### src/rtl/spike_event_arbiter.sv
// Spike event arbiter: one pending slot per neuron, round-robin serialisation onto
// a valid/ready synapse-update bus, plus the layer time-window counter.
module spike_event_arbiter #(
  parameter int N_SRC   = 4,
  parameter int DELAY_W = 4,
  parameter int WIN_LEN = 16,
  parameter int TS_W    = 4,
  localparam int SRC_W  = (N_SRC > 1) ? $clog2(N_SRC) : 1
) (
  input  logic                     clk,
  input  logic                     reset,
  input  logic                     en,
  input  logic [N_SRC-1:0]         spike_in,
  input  logic [N_SRC*DELAY_W-1:0] delay_in,
  output logic                     ev_valid,
  input  logic                     ev_ready,
  output logic [SRC_W-1:0]         ev_src,
  output logic [DELAY_W-1:0]       ev_delay,
  output logic [TS_W-1:0]          ev_ts,
  output logic                     t_win,
  output logic                     win_start,
  output logic [N_SRC-1:0]         drop_flags,
  input  logic                     clr_drop,
  output logic                     idle
);

  localparam logic [TS_W-1:0]  WIN_LAST = TS_W'(WIN_LEN - 1);
  localparam logic [SRC_W-1:0] SRC_LAST = SRC_W'(N_SRC - 1);

  logic [TS_W-1:0]    win_cnt;
  logic [N_SRC-1:0]   pending;
  logic [DELAY_W-1:0] slot_delay [N_SRC];
  logic [TS_W-1:0]    slot_ts    [N_SRC];
  logic [SRC_W-1:0]   rr;

  logic [SRC_W-1:0]   winner;
  logic [SRC_W-1:0]   idx;
  logic               found;
  logic               load;
  logic [N_SRC-1:0]   take;
  logic [N_SRC-1:0]   cap;
  logic [N_SRC-1:0]   drop;
  logic [N_SRC-1:0]   pending_nxt;

  // Cyclic first-set search starting at the round-robin pointer.
  always_comb begin
    winner = '0;
    found  = 1'b0;
    idx    = '0;
    for (int k = 0; k < N_SRC; k++) begin
      idx = SRC_W'((int'(rr) + k) % N_SRC);
      if (!found && pending[idx]) begin
        winner = idx;
        found  = 1'b1;
      end
    end
  end

  always_comb begin
    load        = (!ev_valid || ev_ready) && (|pending);
    take        = load ? (N_SRC'(1) << winner) : '0;
    cap         = en ? spike_in : '0;
    // A slot leaving for the output this edge can be refilled without a drop.
    drop        = cap & pending & ~take;
    pending_nxt = (pending & ~take) | cap;
  end

  assign idle = ~(|pending) & ~ev_valid;

  always_ff @(posedge clk) begin
    if (reset) begin
      win_cnt    <= '0;
      t_win      <= 1'b0;
      win_start  <= 1'b0;
      pending    <= '0;
      rr         <= '0;
      ev_valid   <= 1'b0;
      ev_src     <= '0;
      ev_delay   <= '0;
      ev_ts      <= '0;
      drop_flags <= '0;
      for (int i = 0; i < N_SRC; i++) begin
        slot_delay[i] <= '0;
        slot_ts[i]    <= '0;
      end
    end else begin
      if (en) begin
        if (win_cnt == WIN_LAST) begin
          win_cnt   <= '0;
          t_win     <= ~t_win;
          win_start <= 1'b1;
        end else begin
          win_cnt   <= win_cnt + 1'b1;
          win_start <= 1'b0;
        end
      end else begin
        win_start <= 1'b0;
      end

      if (load) begin
        ev_valid <= 1'b1;
        ev_src   <= winner;
        ev_delay <= slot_delay[winner];
        ev_ts    <= slot_ts[winner];
        rr       <= (winner == SRC_LAST) ? '0 : winner + 1'b1;
      end else if (ev_ready) begin
        ev_valid <= 1'b0;
      end

      for (int i = 0; i < N_SRC; i++) begin
        if (cap[i] && (!pending[i] || take[i])) begin
          slot_delay[i] <= delay_in[i*DELAY_W +: DELAY_W];
          slot_ts[i]    <= win_cnt;
        end
      end
      pending <= pending_nxt;

      drop_flags <= clr_drop ? '0 : (drop_flags | drop);
    end
  end

endmodule
### config.mk
export PLATFORM = sky130hd
export DESIGN_NAME = spike_event_arbiter
export DESIGN_NICKNAME = d
export VERILOG_FILES = /design/src/rtl/spike_event_arbiter.sv
export SDC_FILE = /design/constraint.sdc
export NUM_CORES = 1
export LEC_CHECK = 0
export CAP_MARGIN = 40
export CORE_MARGIN = 4
export CORE_UTILIZATION = 40
export CTS_CLUSTER_DIAMETER = 120
export DETAILED_ROUTE_END_ITERATION = 10
export SYNTH_ARGS = -nofsm -noshare
export SYNTH_HDL_FRONTEND = slang
export SYNTH_SLANG_ARGS = --single-unit
### constraint.sdc
create_clock -name clk -period 2.72 [get_ports clk]
set_input_delay 0.544 -clock clk [delete_from_list [all_inputs] [get_ports clk]]
set_output_delay 0.544 -clock clk [all_outputs]
set_load 0.01 [all_outputs]
# ---- Word level (Yosys, flattened, before mapping)
# Memory sizes are Yosys's and may differ from the RTL's. A register that Yosys moved wholly into a read port is not among the register bits.
# Index checks and enable logic that the tools add are counted.
dict set report word_totals {
  latchBits 0
  input_bits 25
  ramBits 32
  mem_bits_ro 0
  memories 2
  elab_cells 111
  regBits 19
  output_inout_bits 18
}
dict set report classes {
  shift 1
  addsub 5
  n_reduce_logical 26
  n_mux 44
  n_bitwise 19
  magnitude_cmp 4
  n_mul 0
  eq_ne 2
  n_div 0
}
# name words word_bits read_ports rd_ports_with_merged_regs write_ports line_no
set mem_list {}
lappend mem_list {slot_delay 4 4 1 1 4 32} ;# logic [DELAY_W-1:0] slot_delay [N_SRC];
lappend mem_list {slot_ts 4 4 1 1 4 33} ;# logic [TS_W-1:0] slot_ts [N_SRC];
# op n
set ops {}
lappend ops {{$mux W4} 11}
lappend ops {{$mux W1} 24}
lappend ops {{$and A4 B4 Y4} 3}
lappend ops {{$lt A2 B3 Y1 const B} 4}
lappend ops {{$mux W2} 5}
lappend ops {{$bmux W1 S2} 4}
lappend ops {{$logic_and A1 B1 Y1} 8}
lappend ops {{$logic_not A1 Y1} 8}
lappend ops {{$or A1 B1 Y1} 8}
lappend ops {{$or A4 B4 Y4} 2}
lappend ops {{$logic_or A1 B1 Y1} 5}
lappend ops {{$add A2 B1 Y2 const B} 2}
lappend ops {{$add A2 B2 Y2 const B} 2}
lappend ops {{$add A4 B1 Y4 const B} 1}
lappend ops {{$eq A4 B4 Y1 const B} 1}
lappend ops {{$not A1 Y1} 4}
lappend ops {{$not A4 Y4} 1}
lappend ops {{$reduce_or A2 Y1} 2}
lappend ops {{$reduce_or A4 Y1} 1}
lappend ops {{$shl A1 B2 Y4 const A} 1}
lappend ops {{$eq A2 B2 Y1 const B} 1}
lappend ops {{$reduce_and A2 Y1} 1}
lappend ops {{$reduce_bool A2 Y1} 1}
lappend ops {{$and A1 B1 Y1} 1}

# ---- Depth between registers and ports, before layout
# Gate-level depths: netlist (run 1).
dict set report logic_depth {
  depth_word 20
  depth_mapped 12
  ltp_nobuf 9
}

# ---- Worst setup path before layout (run 1)
# OpenSTA, ideal clock, no wires.
dict set report synth_path {
  path_kind {register -> register}
  startpoint {register rr[1]}
  endpoint {memory slot_delay[3][0], enable pin}
  path_buffers 3
  setup_ns 0.375
  t_required_ns 2.345
  t_arrival_ns 1.940
  path_slack_ns 0.405
  stages_incl_launch_ff 10
  period_less_slack_ns 2.315
  path_cell_list {dfxtp_1 mux2i_1 or2_0 buf_2 and2_4 buf_6 buf_2 ha_1 a21boi_1 o21bai_1}
}
# element line_no
set synth_rtl {}
lappend synth_rtl {{start: declaration} 34} ;# logic [SRC_W-1:0] rr;
lappend synth_rtl {{start signal: assignment} 105} ;# rr <= (winner == SRC_LAST) ? '0 : winner + 1'b1;
lappend synth_rtl {{end: declaration} 32}

# ---- Worst setup path in the final report (run 1)
dict set report layout_path {
  startpoint {register pending[2]}
  endpoint {output port idle}
}
dict set report layout_between {
  elab_chain_cells 3
}
# element line_no
set layout_lines {}
lappend layout_lines {{start: declaration} 31} ;# logic [N_SRC-1:0] pending;
lappend layout_lines {{start signal: assignment} 116} ;# pending <= pending_nxt;
lappend layout_lines {{$reduce_or A4 Y1} 68} ;# assign idle = ~(|pending) & ~ev_valid;
lappend layout_lines {{$not A1 Y1} 68}
lappend layout_lines {{$and A1 B1 Y1} 68}
lappend layout_lines {{end: declaration} 24} ;# output logic idle
# No other way between the ends.

==> flow_summary.yaml, run 1 <==
outcome:
  outcome: "complete, no violations"
setup_path:
  cp-start-kind: "flip-flop"
  crit_family: "simple AND/OR/NAND/NOR gates"
  rr_worst_depth: 6
  regToRegStartpoint: "pending[1]"
  slowest_stage: "or4_1"
  critical-path-max-stage-delay_ps: 590
  endpoint_kind: "output port"
  ff2ff_setup_slack_ps: 360
  crit_type: "flip-flop to output port"
  cp.buffers_inverters: 1
  required_ps: 2180
  crit_chain: "or4_1, nor2_1, clkdlybuf4s50_1"
  cp.arrival_ps: 1930
  path_max_fanout: 6
  r2r-end: "slot_delay[3][2]"
power_and_ir_drop:
  p_switching_mw: 0.587
  p_seq_share_pct: 49.6
  p_int_mw: 1.54
  p_leak_nw: 1.26
  power_density_nw_per_um2: 613
  p_total_mw: 2.13
  irDropWorstVdd_mv: 0.325
  p_sw_share_pct: 27.6
  combPwrFrac_pct: 19.9
  pwr-share-clk_pct: 30.5
grt:
  antenna_found_initial: 0
  grt_pass1_vias: 1959
  track_usage_pct: 16.0
  grt_pass1_wl_um: 10200
  grt_max_degree: 18
  grt-ovfl-total: 0
yosys:
  ys_seq_elements: 59
  yosys.cell_count.top_type: "edfxtp_1"
  synth_top_cell_by_area: "edfxtp_1"
  synth_edf_count: 32
  synth_nets: 262
  postSynthAreaPerCell_um2: 11.9
  synth_flop_cell: "edfxtp_1"
  yosysTopAreaCellShare_pct: 34.5
  synth_commonest_cells: "32 x edfxtp_1, 27 x dfxtp_1, 19 x and2_1"
  synthDistinctLibCells: 45
  ys_seq_area_share_pct: 54.0
  syn_area_um2: 2780
  yosysWarnings: 0
  syn_inst: 234
  synth.area.top_cells: "edfxtp_1 35%, dfxtp_1 19%, nor4b_2 4.3%"
  async_flop_share_pct: 0
cts:
  h-tree-depth: 3
  cts_resized: 0
  root_buffer: "clkbuf_8"
  hold_buffers: 0
  worstSkewPairLatency_ps: 340
  cts_buffer_depth: 2
  path_clk_slew_ps: 60
  cts.sinks: 59
  cts_made_buffers: 9
  cts_tree: "yes"
  cts_setup_buffers: 0
route:
  drt_pass1_iterations: 4
  wl_per_cell_um: 16.6
  ant_nets: 0
  vias_per_cell: 5.23
  vias: 1947
  drc: 0
  totalWireLength_um: 6170
  first_iter_violations: 178
cells_and_area:
  synthToLayoutAreaGrowth_pct: 24.9
  drive_above_1_share_pct: 16.8
  n_antenna_cell: 0
  fin_nets: 315
timing:
  post-route-period-util_pct: 91.0
  skew_ps: 7.20
  final.setup.tns_ps: 0
  hold_ws_ps: 453
  setup_ws_ps: 245
  fmaxAchievable_mhz: 404
  timing.slew.headroom_pct: 51.3
  drv_slew: 0
  tightest_slew_ps: 729
  hold_violations: 0
  setup_viol: 0
  rsz0062_at_grt: "no"
  fin_crit_ps: 2480
placement:
  numPortBuffers: 42
  pre_cts_ws_ps: 284
  place_hpwl_um: 4670
  routabilityCongestion: 0.774
die:
  ioPinCount: 43
  placementRows: 30
  initial_core_util_pct: 41.2
  dieArea_um2: 8350
  fp.dieH_um: 91.4
  core_area_um2: 6760
  dieWidth_um: 91.4
hold_path:
  min_path_type: "flip-flop to flip-flop"
  min_path_cells: 2
  hp-start: "drop_flags[1]"
  holdPathEnd: "drop_flags[1]"
job:
  max_cap_viol_count: 0
==> state kept, by name, indices dropped and copies added (netlist names) <==
signal	flops
drop_flags	4
ev_delay	4
ev_src	2
ev_ts	4
ev_valid	1
pending	4
rr	2
slot_delay	16
slot_ts	16
t_win	1
win_cnt	4
win_start	1
==> area by class of cell <==
class,count,area [µm²]
fillers,609,3280
flip-flops and latches,59,1500
multi-input cells,156,1170
repair buffers,56,526
clock buffers,13,139
well taps,80,100
inverters,5,23.8
clock inverters,3,15.0
==> cells by family after synthesis <==
group	after synthesis	synth area share, %
buffers and inverters	19	3.96
adder cells (fa/ha/maj)	3	1.35
XOR/XNOR	2	0.630
AO/OA/AOI/OAI	64	18.1
flip-flops	59	54.0
AND/OR/NAND/NOR	76	17.9
multiplexers	11	4.00
==> metrics by stage <==
step | instance area, µm² | instances | utilization [%]
after floorplan | 2780 | 234 | -
after global placement | 3320 | 356 | 49.1
after detailed placement | 3320 | 356 | 49.1
after CTS | 3470 | 372 | 51.4
after global routing | 3470 | 372 | 51.4
final | 3470 | 372 | 51.4
==> worst min-delay path, cell delays in order (launching register included) <==
cell	delay, ps
dfxtp_1	310
inv_1	50
a21oi_1	50
==> power groups by stage <==
stage	logic, mW	clock network (mW)	registers (mW)
2_1_floorplan	0.260	0	1.07
3_3_place_gp	0.425	0	1.08
3_5_place_dp	0.426	0	1.08
4_1_cts	0.428	0.669	1.06
5_1_grt	0.464	0.710	1.07
6_report	0.424	0.649	1.06
==> worst max-delay path by stage <==
stage,start,end,depth (start not counted)
final,pending[2],idle,3
after global routing,pending[2],idle,3
after CTS,pending[2],idle,3
after detailed placement,ev_ready,slot_delay[1][2],7
after global placement,ev_ready,slot_ts[1][3],7
after floorplan,rr[1],slot_delay[3][0],9
==> metal layers <==
layer	share of wire [%]	track usage, %
met2	47	25.4
met4	1.1	5.53
met1	47	20.8
met3	4.3	4.72
met5	0	0
==> cells in the final DEF, fill, tap and decap left out, drive strengths merged, types with 2 or more instances in the layout <==
| master | Yosys | layout |
|---|---|---|
| nor4b | 16 | 16 |
| dfxtp | 27 | 27 |
| clkbuf | 7 | 13 |
| xor2 | 2 | 2 |
| buf | 7 | 14 |
| inv | 4 | 4 |
| nand3 | 3 | 3 |
| a21o | 3 | 3 |
| clkdlybuf4s50 | 0 | 42 |
| a211oi | 17 | 17 |
| edfxtp | 32 | 32 |
| mux2i | 10 | 10 |
| o21ai | 3 | 3 |
| a21boi | 11 | 11 |
| ha | 3 | 3 |
| and2 | 20 | 20 |
| nand2b | 3 | 3 |
| a21oi | 13 | 13 |
| nand2 | 16 | 16 |
| nor2 | 11 | 11 |
| clkinv | 1 | 4 |
| o21bai | 12 | 12 |
Note: power is estimated with default switching activity, not from simulation.
==> run 2: changes to the inputs <==
==> constraint.sdc (replaced) <==
create_clock -name clk -period 2.36 [get_ports clk]
set_input_delay 0.472 -clock clk [delete_from_list [all_inputs] [get_ports clk]]
set_output_delay 0.472 -clock clk [all_outputs]
set_load 0.01 [all_outputs]
==> run 2 against run 1 <==
Final cell count rose by 1.6%; total power is 24% higher; wire length is 4.0% higher; core utilization rose by 1.7 points; clock power rose by 39%; global-route usage grew 0.69 points; critical path type is now flip-flop to flip-flop; largest cell class unchanged.
==> flow_summary.yaml, run 2 (synthesis results as in run 1) <==
power_and_ir_drop:
  p_seq_share_pct: 46.3
  irDropWorstVdd_mv: 0.345
  combPwrFrac_pct: 19.5
  p_int_mw: 1.94
  p_leak_nw: 1.32
  p_switching_mw: 0.694
  pwr-share-clk_pct: 34.3
  power_density_nw_per_um2: 733
  p_sw_share_pct: 26.4
grt:
  antenna_found_initial: 0
  grt_pass1_vias: 2028
  grt_max_degree: 28
  grt-ovfl-total: 0
  track_usage_pct: 16.7
  grt_pass1_wl_um: 10600
setup_path:
  rr_worst_depth: 8
  cp.arrival_ps: 2210
  cp.buffers_inverters: 2
  crit_type: "flip-flop to flip-flop"
  crit_family: "simple AND/OR/NAND/NOR gates"
  ff2ff_setup_slack_ps: 140
  crit_chain: "inv_1, o32a_1, and2_4, clkinv_4, ha_1, a21o_1, nand3_1, nand2b_1"
  cp-start-kind: "flip-flop"
  path_max_fanout: 8
  critical-path-max-stage-delay_ps: 420
  r2r-end: "slot_ts[2][3]"
  regToRegStartpoint: "pending[2]"
  required_ps: 2350
  slowest_stage: "dfxtp_1"
  endpoint_kind: "flip-flop"
die:
  ioPinCount: 43
  core_area_um2: 6760
  placementRows: 30
  fp.dieH_um: 91.4
  dieWidth_um: 91.4
  dieArea_um2: 8350
  initial_core_util_pct: 41.2
outcome:
  outcome: "complete, no violations"
route:
  ant_nets: 0
  first_iter_violations: 111
  totalWireLength_um: 6420
  drt_pass1_iterations: 4
  wl_per_cell_um: 17.0
  vias: 2043
  drc: 0
  vias_per_cell: 5.40
cts:
  path_clk_slew_ps: 60
  cts_made_buffers: 9
  worstSkewPairLatency_ps: 330
  cts_tree: "yes"
  cts.sinks: 59
  root_buffer: "clkbuf_8"
  hold_buffers: 0
  cts_buffer_depth: 2
  h-tree-depth: 3
cells_and_area:
  multi_input_area_um2: 1180
  n_antenna_cell: 0
  synthToLayoutAreaGrowth_pct: 29.1
  drive_above_1_share_pct: 20.8
  regArea_um2: 1500
  mostFrequentLayoutCell: "clkdlybuf4s50_1"
  fin_nets: 321
  reg_top3: "slot_delay: 16 flops, slot_ts: 16 flops"
  finalInstanceArea_um2: 3590
  filler_cell_count: 597
  mostFrequentLayoutCells: "41 x clkdlybuf4s50_1, 32 x edfxtp_1, 26 x dfxtp_1"
timing:
  timing.slew.headroom_pct: 68.9
  skew_ps: 8.16
  hold_ws_ps: 453
  final.setup.tns_ps: 0
  fmaxAchievable_mhz: 450
  setup_viol: 0
  tightest_slew_ps: 464
  fin_crit_ps: 2220
  post-route-period-util_pct: 94.2
  hold_violations: 0
  rsz0062_at_grt: "yes"
  drv_slew: 0
hold_path:
  hp-start: "ev_src[0]"
  holdPathEnd: "ev_src[0]"
  min_path_type: "flip-flop to flip-flop"
  min_path_cells: 2
job:
  max_cap_viol_count: 0
placement:
  place_area_um2: 3380
  place_hpwl_um: 4670
  numPortBuffers: 42
  routabilityCongestion: 0.785
-- run 2: through the flow --
stage / std cells / utilization (%) / worst slack, ps / total power [mW]
floorplan: 234 / - / 45.4 / 1.54
global placement: 362 / 50.0 / 117 / 1.75
detailed placement: 362 / 50.0 / 119 / 1.75
CTS: 378 / 53.0 / 143 / 2.65
global route: 378 / 53.1 / -38.9 / 2.75
finish: 378 / 53.1 / 138 / 2.63
-- run 2: routing by layer --
metal | vias up | global-route usage [%] | part of all wire (%)
met5 | - | 0 | 0
met4 | 0 | 6.78 | 1.6
met3 | 11 | 2.98 | 4.2
met2 | 47 | 26.9 | 49
met1 | 992 | 22.1 | 45
li1 | 993 | - | -
-- run 2: worst max path at each step --
stage	cells past startpoint	start	to
floorplan	9	rr[1]	slot_delay[3][0]
global placement	6	ev_ready	slot_delay[3][3]
detailed placement	7	ev_ready	slot_ts[1][1]
CTS	7	pending[0]	slot_delay[2][1]
global route	7	pending[1]	slot_delay[2][1]
finish	8	pending[2]	slot_ts[2][3]
-- run 2: worst reg2reg max path: stages, from the launching register on --
cell	delay, ps
dfxtp_1	420
inv_1	90
o32a_1	350
and2_4	180
clkinv_4	40
ha_1	130
a21o_1	150
nand3_1	160
nand2b_1	350
-- run 2: what timing repair did --
item / CTS / global route
resized for setup: 2 / 3
setup buffers: 0 / 0
setup endpoints to repair: 1 / 24
-- run 2: final cells by class --
class                      instances  area share, %
tap                               80           2.79
inverter                           5          0.662
multi-input combinational        156           32.9
sequential                        59           41.8
clock inverter                     1          0.139
clock buffer                      15           5.47
timing repair buffer              62           16.2
-- run 2: power groups by stage --
stage | clock [mW] | sequential (mW) | combinational [mW]
CTS | 0.921 | 1.22 | 0.515
detailed placement | 0 | 1.24 | 0.512
global route | 0.960 | 1.23 | 0.562
finish | 0.902 | 1.22 | 0.513
floorplan | 0 | 1.24 | 0.300
global placement | 0 | 1.24 | 0.508
